[src/rtl/os_edge_feeder.sv]
// Edge injector for the output-stationary PE array: buffers k-slices, tags tile starts
// with clr, and skews lane i by i cycles before it reaches the array edge.
module os_edge_feeder #(
    parameter int unsigned IP_size    = 8,
    parameter int unsigned LANES      = 4,
    parameter int unsigned FIFO_DEPTH = 4,
    parameter int unsigned K_MAX      = 256
) (
    input  logic                     clk,
    input  logic                     rst_n,
    input  logic                     s_valid,
    output logic                     s_ready,
    input  logic [LANES*IP_size-1:0] s_data,
    input  logic                     s_last,
    input  logic                     hold,
    output logic [LANES*IP_size-1:0] x_out,
    output logic [LANES-1:0]         en_out,
    output logic [LANES-1:0]         clr_out,
    output logic                     tile_done,
    output logic [15:0]              tiles_done,
    output logic                     len_err
);
    localparam int unsigned DATA_W = LANES * IP_size;
    localparam int unsigned PTR_W  = $clog2(FIFO_DEPTH);
    localparam int unsigned CNT_W  = $clog2(FIFO_DEPTH + 1);
    localparam int unsigned K_W    = $clog2(K_MAX + 1);

    typedef struct packed {
        logic [IP_size-1:0] x;
        logic               en;
        logic               clr;
        logic               last;
    } tok_t;

    logic [DATA_W:0]    mem [FIFO_DEPTH];
    logic [PTR_W-1:0]   wr_ptr;
    logic [PTR_W-1:0]   rd_ptr;
    logic [CNT_W-1:0]   count;
    logic [CNT_W-1:0]   count_nxt;
    logic               push;
    logic               pop;
    logic [DATA_W-1:0]  head_data;
    logic               head_last;

    logic               first_flag;
    logic [K_W-1:0]     k_cnt;

    logic               drain_en;
    logic               drain_last;

    assign push = s_valid && s_ready;
    assign pop  = (count != '0) && !hold;
    assign {head_data, head_last} = mem[rd_ptr];

    // Occupancy after this edge; also drives the registered s_ready.
    always_comb begin
        count_nxt = count;
        if (push && !pop) begin
            count_nxt = count + CNT_W'(1);
        end else if (!push && pop) begin
            count_nxt = count - CNT_W'(1);
        end
    end

    always_ff @(posedge clk) begin
        if (push) begin
            mem[wr_ptr] <= {s_data, s_last};
        end
    end

    always_ff @(posedge clk or negedge rst_n) begin
        if (!rst_n) begin
            wr_ptr  <= '0;
            rd_ptr  <= '0;
            count   <= '0;
            s_ready <= 1'b0;
        end else begin
            if (push) begin
                wr_ptr <= wr_ptr + PTR_W'(1);
            end
            if (pop) begin
                rd_ptr <= rd_ptr + PTR_W'(1);
            end
            count   <= count_nxt;
            s_ready <= (count_nxt != CNT_W'(FIFO_DEPTH));
        end
    end

    // Tile framing: an overlong tile is force-closed so the next beat restarts accumulation.
    always_ff @(posedge clk or negedge rst_n) begin
        if (!rst_n) begin
            first_flag <= 1'b1;
            k_cnt      <= '0;
            len_err    <= 1'b0;
        end else if (pop) begin
            if (head_last) begin
                first_flag <= 1'b1;
                k_cnt      <= '0;
            end else if (k_cnt == K_W'(K_MAX - 1)) begin
                first_flag <= 1'b1;
                k_cnt      <= '0;
                len_err    <= 1'b1;
            end else begin
                first_flag <= 1'b0;
                k_cnt      <= k_cnt + K_W'(1);
            end
        end
    end

    // Per lane: chain[0] is the issue register, chain[i] drives the array edge.
    for (genvar i = 0; i < LANES; i++) begin : g_lane
        tok_t issue_tok;
        tok_t chain [0:i];

        always_comb begin
            issue_tok = '0;
            if (pop) begin
                issue_tok.x    = head_data[i*IP_size +: IP_size];
                issue_tok.en   = 1'b1;
                issue_tok.clr  = first_flag;
                issue_tok.last = head_last;
            end
        end

        always_ff @(posedge clk or negedge rst_n) begin
            if (!rst_n) begin
                for (int j = 0; j <= i; j++) begin
                    chain[j] <= '0;
                end
            end else begin
                chain[0] <= issue_tok;
                for (int j = 1; j <= i; j++) begin
                    chain[j] <= chain[j-1];
                end
            end
        end

        assign x_out[i*IP_size +: IP_size] = chain[i].x;
        assign en_out[i]                   = chain[i].en;
        assign clr_out[i]                  = chain[i].clr;

        if (i == LANES - 1) begin : g_drain
            if (i == 0) begin : g_single
                assign drain_en   = issue_tok.en;
                assign drain_last = issue_tok.last;
            end else begin : g_multi
                assign drain_en   = chain[i-1].en;
                assign drain_last = chain[i-1].last;
            end
        end
    end

    // Looks one stage ahead so the pulse lines up with the last lane's final element.
    always_ff @(posedge clk or negedge rst_n) begin
        if (!rst_n) begin
            tile_done  <= 1'b0;
            tiles_done <= '0;
        end else begin
            tile_done <= drain_en && drain_last;
            if (drain_en && drain_last) begin
                tiles_done <= tiles_done + 16'd1;
            end
        end
    end

endmodule
[config.mk]
export PLATFORM = sky130hd
export DESIGN_NAME = os_edge_feeder
export DESIGN_NICKNAME = d
export VERILOG_FILES = /design/src/rtl/os_edge_feeder.sv
export SDC_FILE = /design/constraint.sdc
export NUM_CORES = 1
export LEC_CHECK = 0
export CAP_MARGIN = 5
export CORE_ASPECT_RATIO = 1.1
export CORE_MARGIN = 5
export CORE_UTILIZATION = 54
export DETAILED_ROUTE_END_ITERATION = 7
export PLACE_DENSITY = 0.73
export SETUP_SLACK_MARGIN = 0.4
export SLEW_MARGIN = 5
export SYNTH_ARGS = -nofsm -noshare
export SYNTH_HDL_FRONTEND = slang
export SYNTH_SLANG_ARGS = --single-unit
[constraint.sdc]
create_clock -name clk -period 2.7 [get_ports clk]
set_clock_uncertainty 0.1 [all_clocks]
set_input_delay 0.405 -clock clk [delete_from_list [all_inputs] [get_ports clk]]
set_output_delay 0.405 -clock clk [all_outputs]
set_load 0.03 [all_outputs]
## Yosys cells after proc, flatten, opt, wreduce, memory -nomap -nowiden

Memories as Yosys holds them, arrays and structs flattened.
Cells that the tools add are included.

| storage, ports and cells | value |
|---|---|
| bits in registers | 139 |
| RAM bits | 132 |
| input port bits | 37 |
| output and inout bits | 59 |
| word-level logic and storage cells | 74 |
| memories kept | 1 |

Memories:

| name | words | width | read ports | clocked after Yosys merged registers in | wr ports | RTL line | source |
|---|---|---|---|---|---|---|---|
| mem | 4 | 33 | 1 | 0 | 1 | 35 | `logic [DATA_W:0] mem [FIFO_DEPTH];` |

| operators by class | value |
|---|---|
| add/sub/neg operators | 6 |
| equal/unequal tests | 2 |
| multiplexer cells | 12 |
| bitwise gates (word level) | 1 |
| reductions and logical operators | 10 |

Operators by type and width:

| cell | number |
|---|---|
| 11-bit two-way mux | 4 |
| 9-bit two-way mux | 2 |
| 16-bit by 1-bit adder with 16-bit output (second input constant) | 1 |
| 9-bit by 1-bit adder with 9-bit output (second input constant) | 1 |
| 9-bit by 8-bit == test with 1-bit output (second input constant) | 1 |
| 3-bit two-way mux | 2 |
| 1-bit logical AND | 5 |
| 2-bit by 1-bit adder with 2-bit output (second input constant) | 2 |
| 1-bit two-way mux | 4 |
| 3-bit by 1-bit adder with 3-bit output (second input constant) | 1 |
| 1-bit logical NOT | 3 |
| 3-bit inequality test (second input constant) | 1 |
| 3-bit AND reduction | 1 |
| 3-bit nonzero test | 1 |
| 3-bit by 1-bit subtractor with 3-bit output (second input constant) | 1 |
| 1-bit inverter | 1 |

## Depth between registers and ports, before layout

Gate-level depths: netlist of run 1.

| logic depth | value |
|---|---|
| depth after elaboration | 6 |
| gate-level depth with buffers | 10 |
| depth with buffers taken out | 8 |

## Least setup slack after synthesis of run 1

Ideal clock, no wire load.

| timing | value |
|---|---|
| path type | register -> register |
| start point | reg count[0] |
| end point | reg s_ready |
| library setup time | 132 ps |
| arrival time | 1,819 ps |
| required time | 2,468 ps |
| setup slack | 650 ps |
| stages on the path, launching flop included | 9 |
| path buffers | 1 |
| period minus slack after synthesis | 2,050 ps |
| cell sequence | dfrtp_1 inv_1 ha_1 nor2b_1 or2_2 clkbuf_1 o22ai_1 xor2_1 or3b_1 |

| on the way | value |
|---|---|
| longest elaborated chain between the ends | 6 |
| elaborated cells between the ends (all ways) | 10 |
| those cells by class | add/sub (2); eq/ne (1); mux (2); reduce/logical (5) |

Ends and longest elaborated chain:

| element | RTL line | source |
|---|---|---|
| start, declared | 38 | `logic [CNT_W-1:0] count;` |
| start signal, assigned | 84 | `count <= count_nxt;` |
| parallel branches: the longest is 4 deep, another holds 3-bit by 1-bit subtractor with 3-bit output | n/a |  |
| 3-bit two-way mux * | 58 | `if (push && !pop) begin` |
| net count_nxt[2] | 39 | `logic [CNT_W-1:0] count_nxt;` |
| 3-bit inequality test * | 85 | `s_ready <= (count_nxt != CNT_W'(FIFO_DEPTH));` |
| end signal, assigned | 85 |  |
| end, declared | 12 | `output logic s_ready,` |

Mark *: on every way through the listed nets, which the timed path passes.
A chain may end at the register's enable or synchronous reset.

## Final worst setup path of run 1

Ends and elaborated chain as after synthesis.

==> out/results.txt, run 1 <==
outcome: finished clean
Worst Path Arrival: 2.45 ns
Max-Cap Viols: 0
period utilisation layout: 80.3%
slew at the pin closest to its max-slew limit: 0.672 ns
global-route wire length before repair: 24900 um
CTS Buf Count: 25
maximum VDD drop: 700 uV
Power per Cell Area: 1080 nW/um^2
overflow left after global routing: 0
final HPWL from detailed placement: 9120 um
Die Height: 147 um
Yosys top cell by area: sky130_fd_sc_hd__edfxtp_1
number of sinks handled by clock tree synthesis: 259
full die area: 19700 um^2
total negative setup slack: 0 ns
classification of the worst-slack hold path: reg2reg
total wire length after detailed routing: 15300 um
Max Clock Freq: 461 MHz
nets@finish: 625
total number of placement rows: 50
final total power: 11.9 mW
Antenna diodes: 0
share of synthesized registers carrying an async set or reset: 49.0%
global-route total usage across every layer: 16.0%
minimum clock period: 2.17 ns
Pins Over Slew Limit: 0
total of flip-flops plus latches after synthesis: 259
type of element launching the critical path: flop
endpoint kind of the worst setup timing path: flop
area delta synth->final: 20.4%
total number of vias: 4278
number of nets still failing antenna checks after routing: 0
total of buffers placed on input and output ports: 95
area of combinational cells with multiple inputs: 1720 um^2
synthesized netlist net count: 538
area fraction of the dominant cell type after synthesis: 43.1%
die outline width: 134 um
number of buffers added for setup after CTS: 0
Inst Count DP: 759
reported leakage power: 4.34 nW
tightest slew margin relative to the limit: 55.2%
starting density of the core: 54.4%
Initial DRT Pass Iterations: 4
vias in the first global route: 4718
leading cell types by total area after synthesis: sky130_fd_sc_hd__edfxtp_1, sky130_fd_sc_hd__dfrtp_1, sky130_fd_sc_hd__mux4_2, sky130_fd_sc_hd__buf_4, sky130_fd_sc_hd__and2_1
post-synthesis cell area: 9190 um^2
number of ports placed on the die boundary: 96
Clk Tree Root Cell: sky130_fd_sc_hd__clkbuf_16
CP Data Required Time: 2.98 ns
commonest cells in the synthesized netlist: sky130_fd_sc_hd__edfxtp_1, sky130_fd_sc_hd__dfrtp_1, sky130_fd_sc_hd__and2_1, sky130_fd_sc_hd__mux4_2, sky130_fd_sc_hd__buf_4
clock-pin transition on the worst setup and hold timing paths: 0.06 ns
commonest register cell after synthesis: sky130_fd_sc_hd__edfxtp_1
drt drc: 0
per-instance average area after synthesis: 18.7 um^2
number of hold violations in the final report: 0
insertion delay of the later-clocked pin in the worst-skew pair: 0.51 ns
sequential element share of the synthesized area: 77.7%
Clock Tree Buf Depth: 3
post-synthesis cell type count: 36
count of synthesis-stage warnings from yosys: 0
minimum hold slack: 0.242 ns
number of antenna violations at the first check in global routing: 0
Seq. cell area: 7150 um^2
number of instances in the synthesized netlist: 492
Worst Path Class, Setup: reg2reg
fraction of layout cells with a size suffix above 1: 16.1%
core area: 16900 um^2
final RePlAce weighted congestion: 0.830
instance area after placement: 10200 um^2
wire length per cell: 19.0 um
count of fill cells added during filler insertion: 1114
number of DRC markers in iteration 0: 221
level count of the clock H-tree: 1
final instance count without filler cells: 806
CP Max Fanout: 15
Vias/cell: 5.31
CTS tree: yes
Post-Layout Inst Area: 11100 um^2
number of enable-type register cells in the synthesized netlist: 132
count leader, synth: sky130_fd_sc_hd__edfxtp_1
Finish-stage setup viols: 0
setup repair after global routing missed its margin: false
maximum number of pins on one net before global-route repair: 64
cell usage in the layout, fill, tap and decap left out, types with 9 or more instances in the layout:
cell                              synthesis  final
sky130_fd_sc_hd__clkdlybuf4s50_1          0     94
sky130_fd_sc_hd__edfxtp_1               132    132
sky130_fd_sc_hd__o21ai_0                  9      9
sky130_fd_sc_hd__nand2_1                 19     19
sky130_fd_sc_hd__nor2_1                   9      9
sky130_fd_sc_hd__dfrtp_1                126    124
sky130_fd_sc_hd__and2_1                  34     34
sky130_fd_sc_hd__clkbuf_16                0     27
sky130_fd_sc_hd__xnor2_1                 17     17
sky130_fd_sc_hd__ha_1                     9      9
sky130_fd_sc_hd__clkbuf_1                11      9
sky130_fd_sc_hd__mux4_2                  33     33
report_power, final:
| part | switching, mW | internal, mW |
|---|---|---|
| registers | 0.333 | 5.23 |
| logic | 1.65 | 1.39 |
| clock network | 1.36 | 1.97 |
per-layer routing:
metal | up-vias | track usage (%) | share of wire, %
met5 | - | 0 | 0
met2 | 106 | 27.7 | 53
met3 | 26 | 2.88 | 4.4
met4 | 0 | 4.84 | 2.0
li1 | 1929 | - | -
met1 | 2217 | 21.0 | 41
layout make-up:
type / instances / share of cell area (%)
Timing Repair Buffer: 107 / 10.0
Clock buffer: 41 / 7.03
Inverter: 8 / 0.271
Multi-Input combinational cell: 178 / 15.5
Clock inverter: 5 / 0.271
Tap cell: 208 / 2.35
Sequential cell: 259 / 64.6
cell families (layout without fill, tap and decap cells):
group	after synthesis	count (layout)	share of synthesized area, %
AOI/OAI and AO/OA	20	20	1.46
xor gates and xnor gates	22	22	2.10
adders and majority gates	10	10	1.33
buffers and inverters	55	161	3.68
DFF	259	259	77.7
muxes	35	35	8.33
and+or+nand+nor	91	91	5.39
metrics by stage:
step | utilization [%] | setup WS (ns)
after floorplan | - | 0.650
final | 65.5 | 0.532
after global routing | 65.5 | 0.461
after detailed placement | 60.7 | 0.378
after CTS | 65.5 | 0.423
after global placement | 60.7 | 0.454
timing repair:
item	4_1_cts	5_1_grt
resized for setup	0	1
hold buffers	1	0
endpoints found under the setup margin	0	1
endpoints found under the hold margin	60	0
worst max-delay path, cell delays in order, from the launching register on:
cell and delay, ns:
sky130_fd_sc_hd__dfrtp_1 0.41, sky130_fd_sc_hd__inv_1 0.09, sky130_fd_sc_hd__ha_1 0.19, sky130_fd_sc_hd__nor2b_1 0.15
sky130_fd_sc_hd__or2_4 0.30, sky130_fd_sc_hd__o22ai_1 0.22, sky130_fd_sc_hd__xor2_1 0.21, sky130_fd_sc_hd__or3b_1 0.37
sequential cells by signal (all words and copies together), names as in the netlist:
| signal | flops |
|---|---|
| mem | 132 |
| g_lane.chain | 50 |
| x_out | 32 |
| tiles_done | 16 |
| k_cnt | 9 |
| clr_out | 4 |
| en_out | 4 |
| count | 3 |
| rd_ptr | 2 |
| wr_ptr | 2 |
| drain_last | 1 |
| first_flag | 1 |
| len_err | 1 |
| s_ready | 1 |
| tile_done | 1 |
worst paths after layout:
check / slack, ns / cells past startpoint / end / start
max: 0.53 / 7 / s_ready$_DFF_PN0_ / count[0]$_DFF_PN0_
min: 0.24 / 0 / g_lane[3].chain[30]$_DFF_PN0_ / g_lane[3].chain[41]$_DFF_PN0_
max reg2reg: 0.53 / 7 / s_ready$_DFF_PN0_ / count[0]$_DFF_PN0_
min reg2reg: 0.24 / 0 / g_lane[3].chain[30]$_DFF_PN0_ / g_lane[3].chain[41]$_DFF_PN0_
max in group asynchronous: 1.37 / 3 / first_flag$_DFFE_PN1P_ / rst_n
min in group asynchronous: 0.34 / 2 / x_out[17]$_DFF_PN0_ / rst_n
Note: power is estimated with default switching activity, not from simulation.
==> run 2: changes to the inputs <==
--- a/config.mk
+++ b/config.mk
@@ -8,9 +8,9 @@
 export CAP_MARGIN = 5
 export CORE_ASPECT_RATIO = 1.1
 export CORE_MARGIN = 5
-export CORE_UTILIZATION = 54
+export CORE_UTILIZATION = 50
 export DETAILED_ROUTE_END_ITERATION = 7
-export PLACE_DENSITY = 0.73
+export PLACE_DENSITY = 0.71
 export SETUP_SLACK_MARGIN = 0.4
 export SLEW_MARGIN = 5
 export SYNTH_ARGS = -nofsm -noshare
==> constraint.sdc (replaced) <==
create_clock -name clk -period 1.9 [get_ports clk]
set_clock_uncertainty 0.1 [all_clocks]
set_input_delay 0.285 -clock clk [delete_from_list [all_inputs] [get_ports clk]]
set_output_delay 0.285 -clock clk [all_outputs]
set_load 0.03 [all_outputs]
==> out/results.txt, run 2 (same netlist as run 1, synthesis figures left out) <==
clock-pin transition on the worst setup and hold timing paths: 0.06 ns (about the same)
number of DRC markers in iteration 0: 177 (-20%)
Max Clock Freq: 525 MHz (+14%)
die outline width: 139 um (+3.6%)
level count of the clock H-tree: 1 (unchanged)
classification of the worst-slack hold path: in2async
Reg with most FFs: mem
total number of placement rows: 52 (+4.0%)
Worst Slack Setup Final: -0.00551 ns (-0.537 ns)
global-route wire length before repair: 26900 um (+8.1%)
Die Height: 152 um (+3.7%)
number of sinks handled by clock tree synthesis: 259 (unchanged)
number of ports placed on the die boundary: 96 (unchanged)
core area: 18200 um^2 (+7.9%)
final RePlAce weighted congestion: 0.732 (-12%)
insertion delay of the later-clocked pin in the worst-skew pair: 0.52 ns (about the same)
starting density of the core: 50.5% (-4.0 points)
nets@finish: 682 (+9.1%)
CTS tree: yes
type of element launching the critical path: flop
wire length per cell: 19.0 um (-0.19%)
global-route total usage across every layer: 16.0% (-0.049 points)
minimum hold slack: 0.151 ns (-0.0914 ns)
final instance count without filler cells: 899 (+12%)
maximum VDD drop: 926 uV (+32%)
commonest cells after routing, fill and taps aside: sky130_fd_sc_hd__edfxtp_1, sky130_fd_sc_hd__dfrtp_1, sky130_fd_sc_hd__buf_4
Worst Path Arrival: 2.19 ns (-0.26 ns)
CTS Buf Count: 25 (unchanged)
Vias/cell: 5.10 (-3.9%)
setup repair after global routing missed its margin: true
number of nets still failing antenna checks after routing: 0 (unchanged)
Util after Layout: 64.5% (-1.0 points)
vias in the first global route: 5007 (+6.1%)
tightest slew margin relative to the limit: 65.4% (+10 points)
total negative setup slack: -0.00551 ns (-0.00551 ns)
overflow left after global routing: 0 (unchanged)
full die area: 21200 um^2 (+7.4%)
CP Max Fanout: 5 (-10)
Clock Tree Buf Depth: 3 (unchanged)
drt drc: 0 (unchanged)
total wire length after detailed routing: 17100 um (+11%)
most common cell after layout, fill and taps aside: sky130_fd_sc_hd__edfxtp_1
worst slack at placement: -0.117 ns (-0.495 ns)
number of flip-flops in the largest register: 132 (unchanged)
Pins Over Slew Limit: 0 (unchanged)
Max-Cap Viols: 0 (unchanged)
reported leakage power: 4.85 nW (+12%)
area delta synth->final: 27.9%
minimum clock period: 1.91 ns (-0.263 ns)
total of buffers placed on input and output ports: 95 (unchanged)
fraction of layout cells with a size suffix above 1: 38.9% (+23 points)
Clk Tree Root Cell: sky130_fd_sc_hd__clkbuf_16
total number of vias: 4585 (+7.2%)
slew at the pin closest to its max-slew limit: 0.519 ns (-0.153 ns)
final HPWL from detailed placement: 9450 um (+3.6%)
period utilisation layout: 100% (+20 points)
number of hold violations in the final report: 0 (unchanged)
number of antenna violations at the first check in global routing: 1 (+1)
Power per Cell Area: 1550 nW/um^2 (+44%)
outcome: finished with violations
Worst Path Class, Setup: reg2reg
count of fill cells added during filler insertion: 1264 (+13%)
maximum number of pins on one net before global-route repair: 50 (-22%)
Inst Count DP: 803 (+5.8%)
endpoint kind of the worst setup timing path: flop
Finish-stage setup viols: 1 (+1)
Initial DRT Pass Iterations: 4 (unchanged)
failing checks: negative setup slack
CP Data Required Time: 2.19 ns (-0.79 ns)
==> run 2: final timing paths <==
check / slack [ns] / end / start / depth (start not counted)
max: -0.006 / s_ready$_DFF_PN0_ / count[0]$_DFF_PN0_ / 7
min: 0.15 / tiles_done[8]$_DFFE_PN0P_ / rst_n / 2
max reg2reg: -0.006 / s_ready$_DFF_PN0_ / count[0]$_DFF_PN0_ / 7
min reg2reg: 0.24 / x_out[12]$_DFF_PN0_ / g_lane[1].chain[18]$_DFF_PN0_ / 0
max in group asynchronous: 0.87 / first_flag$_DFFE_PN1P_ / rst_n / 3
min in group clk: 0.24 / x_out[12]$_DFF_PN0_ / g_lane[1].chain[18]$_DFF_PN0_ / 0
==> run 2: final cells by class <==
cell class	count	area, um^2	share of cell area (%)
Multi-Input combinational cell	178	1870	15.9
Antenna cell	1	2.50	0.0213
Clock inverter	7	62.6	0.532
Tap cell	243	304	2.59
Sequential cell	259	7150	60.9
Timing Repair Buffer	164	1590	13.5
Inverter	8	35.0	0.298
Clock buffer	39	739	6.29
==> run 2: repair_timing <==
item,CTS,global route
gates cloned,6,1
hold endpoints to repair,89,0
endpoints found under the setup margin,209,173
resized for setup,368,35
hold buffers,1,0
buffers inserted,30,11
pin swaps,7,11
==> run 2: worst max-delay path: stages, from the launching register on <==
cell and delay (ns):
sky130_fd_sc_hd__dfrtp_1 0.38, sky130_fd_sc_hd__inv_2 0.05, sky130_fd_sc_hd__ha_2 0.16, sky130_fd_sc_hd__nor2b_4 0.12, sky130_fd_sc_hd__or2_4 0.26, sky130_fd_sc_hd__o22ai_4 0.17
sky130_fd_sc_hd__xor2_2 0.18, sky130_fd_sc_hd__or3b_1 0.36
==> run 2: power by group <==
group	total (mW)	internal (mW)	switching (mW)
registers	7.92	7.43	0.486
clock network	4.76	2.81	1.95
logic	5.51	2.75	2.76
total	18.2	13.0	5.20
==> run 2: through the flow <==
stage          cell area [um^2]  power [mW]
6_report                  11800        18.2
2_1_floorplan              9260        11.2
4_1_cts                   11500        18.2
5_1_grt                   11800        19.1
3_5_place_dp              10400        12.6
3_3_place_gp              10400        12.4
==> run 2: routing by layer <==
layer | GRT usage [%] | vias to the layer above | share of wire (%)
li1 | - | 2048 | -
met3 | 3.17 | 29 | 5.2
met4 | 5.55 | 0 | 2.4
met2 | 29.0 | 124 | 55
met5 | 0 | - | 0
met1 | 19.0 | 2384 | 38
==> run 3: changes to the inputs <==
--- a/config.mk
+++ b/config.mk
@@ -12,7 +12,8 @@
 export DETAILED_ROUTE_END_ITERATION = 7
 export PLACE_DENSITY = 0.71
 export SETUP_SLACK_MARGIN = 0.4
-export SLEW_MARGIN = 5
+export SLEW_MARGIN = 10
 export SYNTH_ARGS = -nofsm -noshare
 export SYNTH_HDL_FRONTEND = slang
 export SYNTH_SLANG_ARGS = --single-unit
+export TNS_END_PERCENT = 20
==> out/results.txt, run 3 (same netlist as run 1, synthesis figures left out) <==
outcome: finished with violations
failing checks: negative setup slack
vias in the first global route: 4838 (-3.4%)
number of DRC markers in iteration 0: 205 (+16%)
Util after Layout: 62.2% (-2.3 points)
Power per Cell Area: 1520 nW/um^2 (-1.6%)
number of flip-flops in the largest register: 132 (unchanged)
fraction of layout cells with a size suffix above 1: 32.5% (-6.5 points)
endpoint kind of the worst setup timing path: flop
P_sw: 4.91 mW (-5.5%)
CP Data Required Time: 2.18 ns (about the same)
Finish-stage setup viols: 1 (unchanged)
full die area: 21200 um^2 (unchanged)
clock network power share: 27.8% (+1.6 points)
global-route total usage across every layer: 15.4% (-0.56 points)
critical path's slowest cell: sky130_fd_sc_hd__dfrtp_1
Worst Path Class, Setup: reg2reg
sw frac: 28.5% (-0.11 points)
number of sinks handled by clock tree synthesis: 259 (unchanged)
global-route wire length before repair: 26100 um (-3.0%)
overflow left after global routing: 0 (unchanged)
total number of placement rows: 52 (unchanged)
CTS Buf Count: 25 (unchanged)
maximum number of pins on one net before global-route repair: 40 (-20%)
final RePlAce weighted congestion: 0.767 (+4.7%)
number of cells on the critical path: 7 (unchanged)
total wire length after detailed routing: 16000 um (-6.0%)
total number of vias: 4389 (-4.3%)
Max-Cap Viols: 0 (unchanged)
die outline width: 139 um (unchanged)
startpoint of the worst-slack reg-to-reg timing path: count[0]$_DFF_PN0_
wire length per cell: 18.5 um (-2.7%)
nets@finish: 652 (-4.4%)
reported leakage power: 4.60 nW (-5.1%)
most common cell after layout, fill and taps aside: sky130_fd_sc_hd__edfxtp_1
Antenna diodes: 0 (-1)
Internal Power: 12.3 mW (-5.0%)
number of antenna violations at the first check in global routing: 1 (unchanged)
Pins Over Slew Limit: 0 (unchanged)
setup repair after global routing missed its margin: true
Reg with most FFs: mem
Vias/cell: 5.06 (-0.86%)
clock-pin transition on the worst setup and hold timing paths: 0.06 ns (about the same)
fraction of power consumed by combinational cells: 26.2% (-4.1 points)
classification of the worst-slack hold path: in2async
number of ports placed on the die boundary: 96 (unchanged)
worst path buffer plus inverter count: 1 (unchanged)
CP Max Fanout: 6 (+1)
final total power: 17.2 mW (-5.2%)
slew at the pin closest to its max-slew limit: 0.522 ns (+0.00251 ns)
minimum clock period: 1.92 ns (+0.0188 ns)
core area: 18200 um^2 (unchanged)
Clock Tree Buf Depth: 3 (unchanged)
period utilisation layout: 101% (+0.99 points)
Die Height: 152 um (unchanged)
commonest cells after routing, fill and taps aside: sky130_fd_sc_hd__edfxtp_1, sky130_fd_sc_hd__dfrtp_1, sky130_fd_sc_hd__clkdlybuf4s50_1
level count of the clock H-tree: 1 (unchanged)
drt drc: 0 (unchanged)
Max Clock Freq: 520 MHz (-0.98%)
largest stage delay on the critical path: 0.38 ns (about the same)
starting density of the core: 50.5% (unchanged)
CTS tree: yes
Critical R2R Capture: s_ready$_DFF_PN0_
worst path cell trace: inv_2 -> ha_2 -> nor2b_4 -> or2_4 -> o22ai_2 -> xor2_1 -> or3b_1
number of nets still failing antenna checks after routing: 0 (unchanged)
number of hold violations in the final report: 0 (unchanged)
Flop pwr share: 46.0% (+2.5 points)
maximum VDD drop: 869 uV (-6.1%)
total of buffers placed on input and output ports: 95 (unchanged)
Worst Slack Setup Final: -0.0243 ns (-0.0188 ns)
insertion delay of the later-clocked pin in the worst-skew pair: 0.50 ns (-0.02 ns)
tightest slew margin relative to the limit: 65.2% (-0.17 points)
Clk Tree Root Cell: sky130_fd_sc_hd__clkbuf_16
Crit. Startpoint: count[0]$_DFF_PN0_
Top Family by Delay on Critical Path: simple AND/OR/NAND/NOR gates
type of element launching the critical path: flop
Initial DRT Pass Iterations: 4 (unchanged)
worst reg-to-reg path cell count: 7 (unchanged)
final HPWL from detailed placement: 9640 um (+2.0%)
r2r setup slk: -0.02 ns (-0.02 ns)
area delta synth->final: 23.3%
Worst Path Arrival: 2.20 ns (about the same)
destination of the critical timing path: s_ready$_DFF_PN0_
[run 3: changes by cell type in the layout (fill, tap and decap cells not counted), moves of 4 or more]
cell                       change
sky130_fd_sc_hd__clkbuf_2     +26
sky130_fd_sc_hd__and2_4       -20
sky130_fd_sc_hd__o21ai_0       +5
sky130_fd_sc_hd__buf_4        -24
sky130_fd_sc_hd__buf_2        -22
sky130_fd_sc_hd__buf_6         -4
sky130_fd_sc_hd__and2_1       +20
sky130_fd_sc_hd__buf_16        -4
sky130_fd_sc_hd__o21ai_1       -6
[run 3: routing by layer]
layer | wire (um) | part of all wire, % | track usage (%) | vias to the layer above
li1 | - | - | - | 1985
met1 | 6510 | 41 | 20.0 | 2265
met2 | 8350 | 52 | 26.4 | 105
met3 | 798 | 5.0 | 3.48 | 32
met4 | 364 | 2.3 | 4.38 | 2
met5 | 13 | 0.081 | 0 | -
[run 3: cell type report]
class / instances / area, um^2
sequential: 259 / 7150
fill: 1313 / 6890
multi-input combinational: 178 / 1810
timing repair buffer: 134 / 1220
clock buffer: 38 / 756
tap: 243 / 304
clock inverter: 8 / 65.1
inverter: 8 / 30.0
[run 3: worst min path at each step]
stage	start	cells after the start	end	slack [ns]
after floorplan	rst_n	0	clr_out[0]$_DFF_PN0_	-0.11
after global placement	rst_n	1	tiles_done[5]$_DFFE_PN0P_	0.12
after detailed placement	rst_n	1	tiles_done[5]$_DFFE_PN0P_	0.12
after CTS	rst_n	2	x_out[14]$_DFF_PN0_	0.16
after global routing	rst_n	2	x_out[14]$_DFF_PN0_	0.19
final	rst_n	2	tiles_done[3]$_DFFE_PN0P_	0.17
[run 3: power groups by stage]
stage | combinational (mW) | clock [mW] | sequential [mW]
CTS | 4.49 | 4.95 | 7.93
global placement | 4.59 | 0 | 7.93
detailed placement | 4.68 | 0 | 8.03
floorplan | 3.00 | 0 | 8.10
finish | 4.52 | 4.80 | 7.93
global route | 4.87 | 5.20 | 8.08
[run 3: repair_timing]
action,4_1_cts,5_1_grt
pin swaps,0,15
setup endpoints to repair,168,187
setup buffers,7,8
hold buffers,1,0
endpoints found under the hold margin,124,0
gates resized for setup,200,105
[run 3: metrics by stage]
step           setup TNS, ns  instances  cell area, um^2  worst slack, ns  hold slack, ns
3_5_place_dp         -0.0896        806            10500          -0.0896           0.120
3_3_place_gp         -0.0208        806            10500          -0.0208           0.117
5_1_grt              -0.0703        868            11300          -0.0620           0.188
2_1_floorplan        -0.0159        492             9230          -0.0159          -0.111
6_report             -0.0243        868            11300          -0.0243           0.170
4_1_cts                    0        860            11200           0.0111           0.155
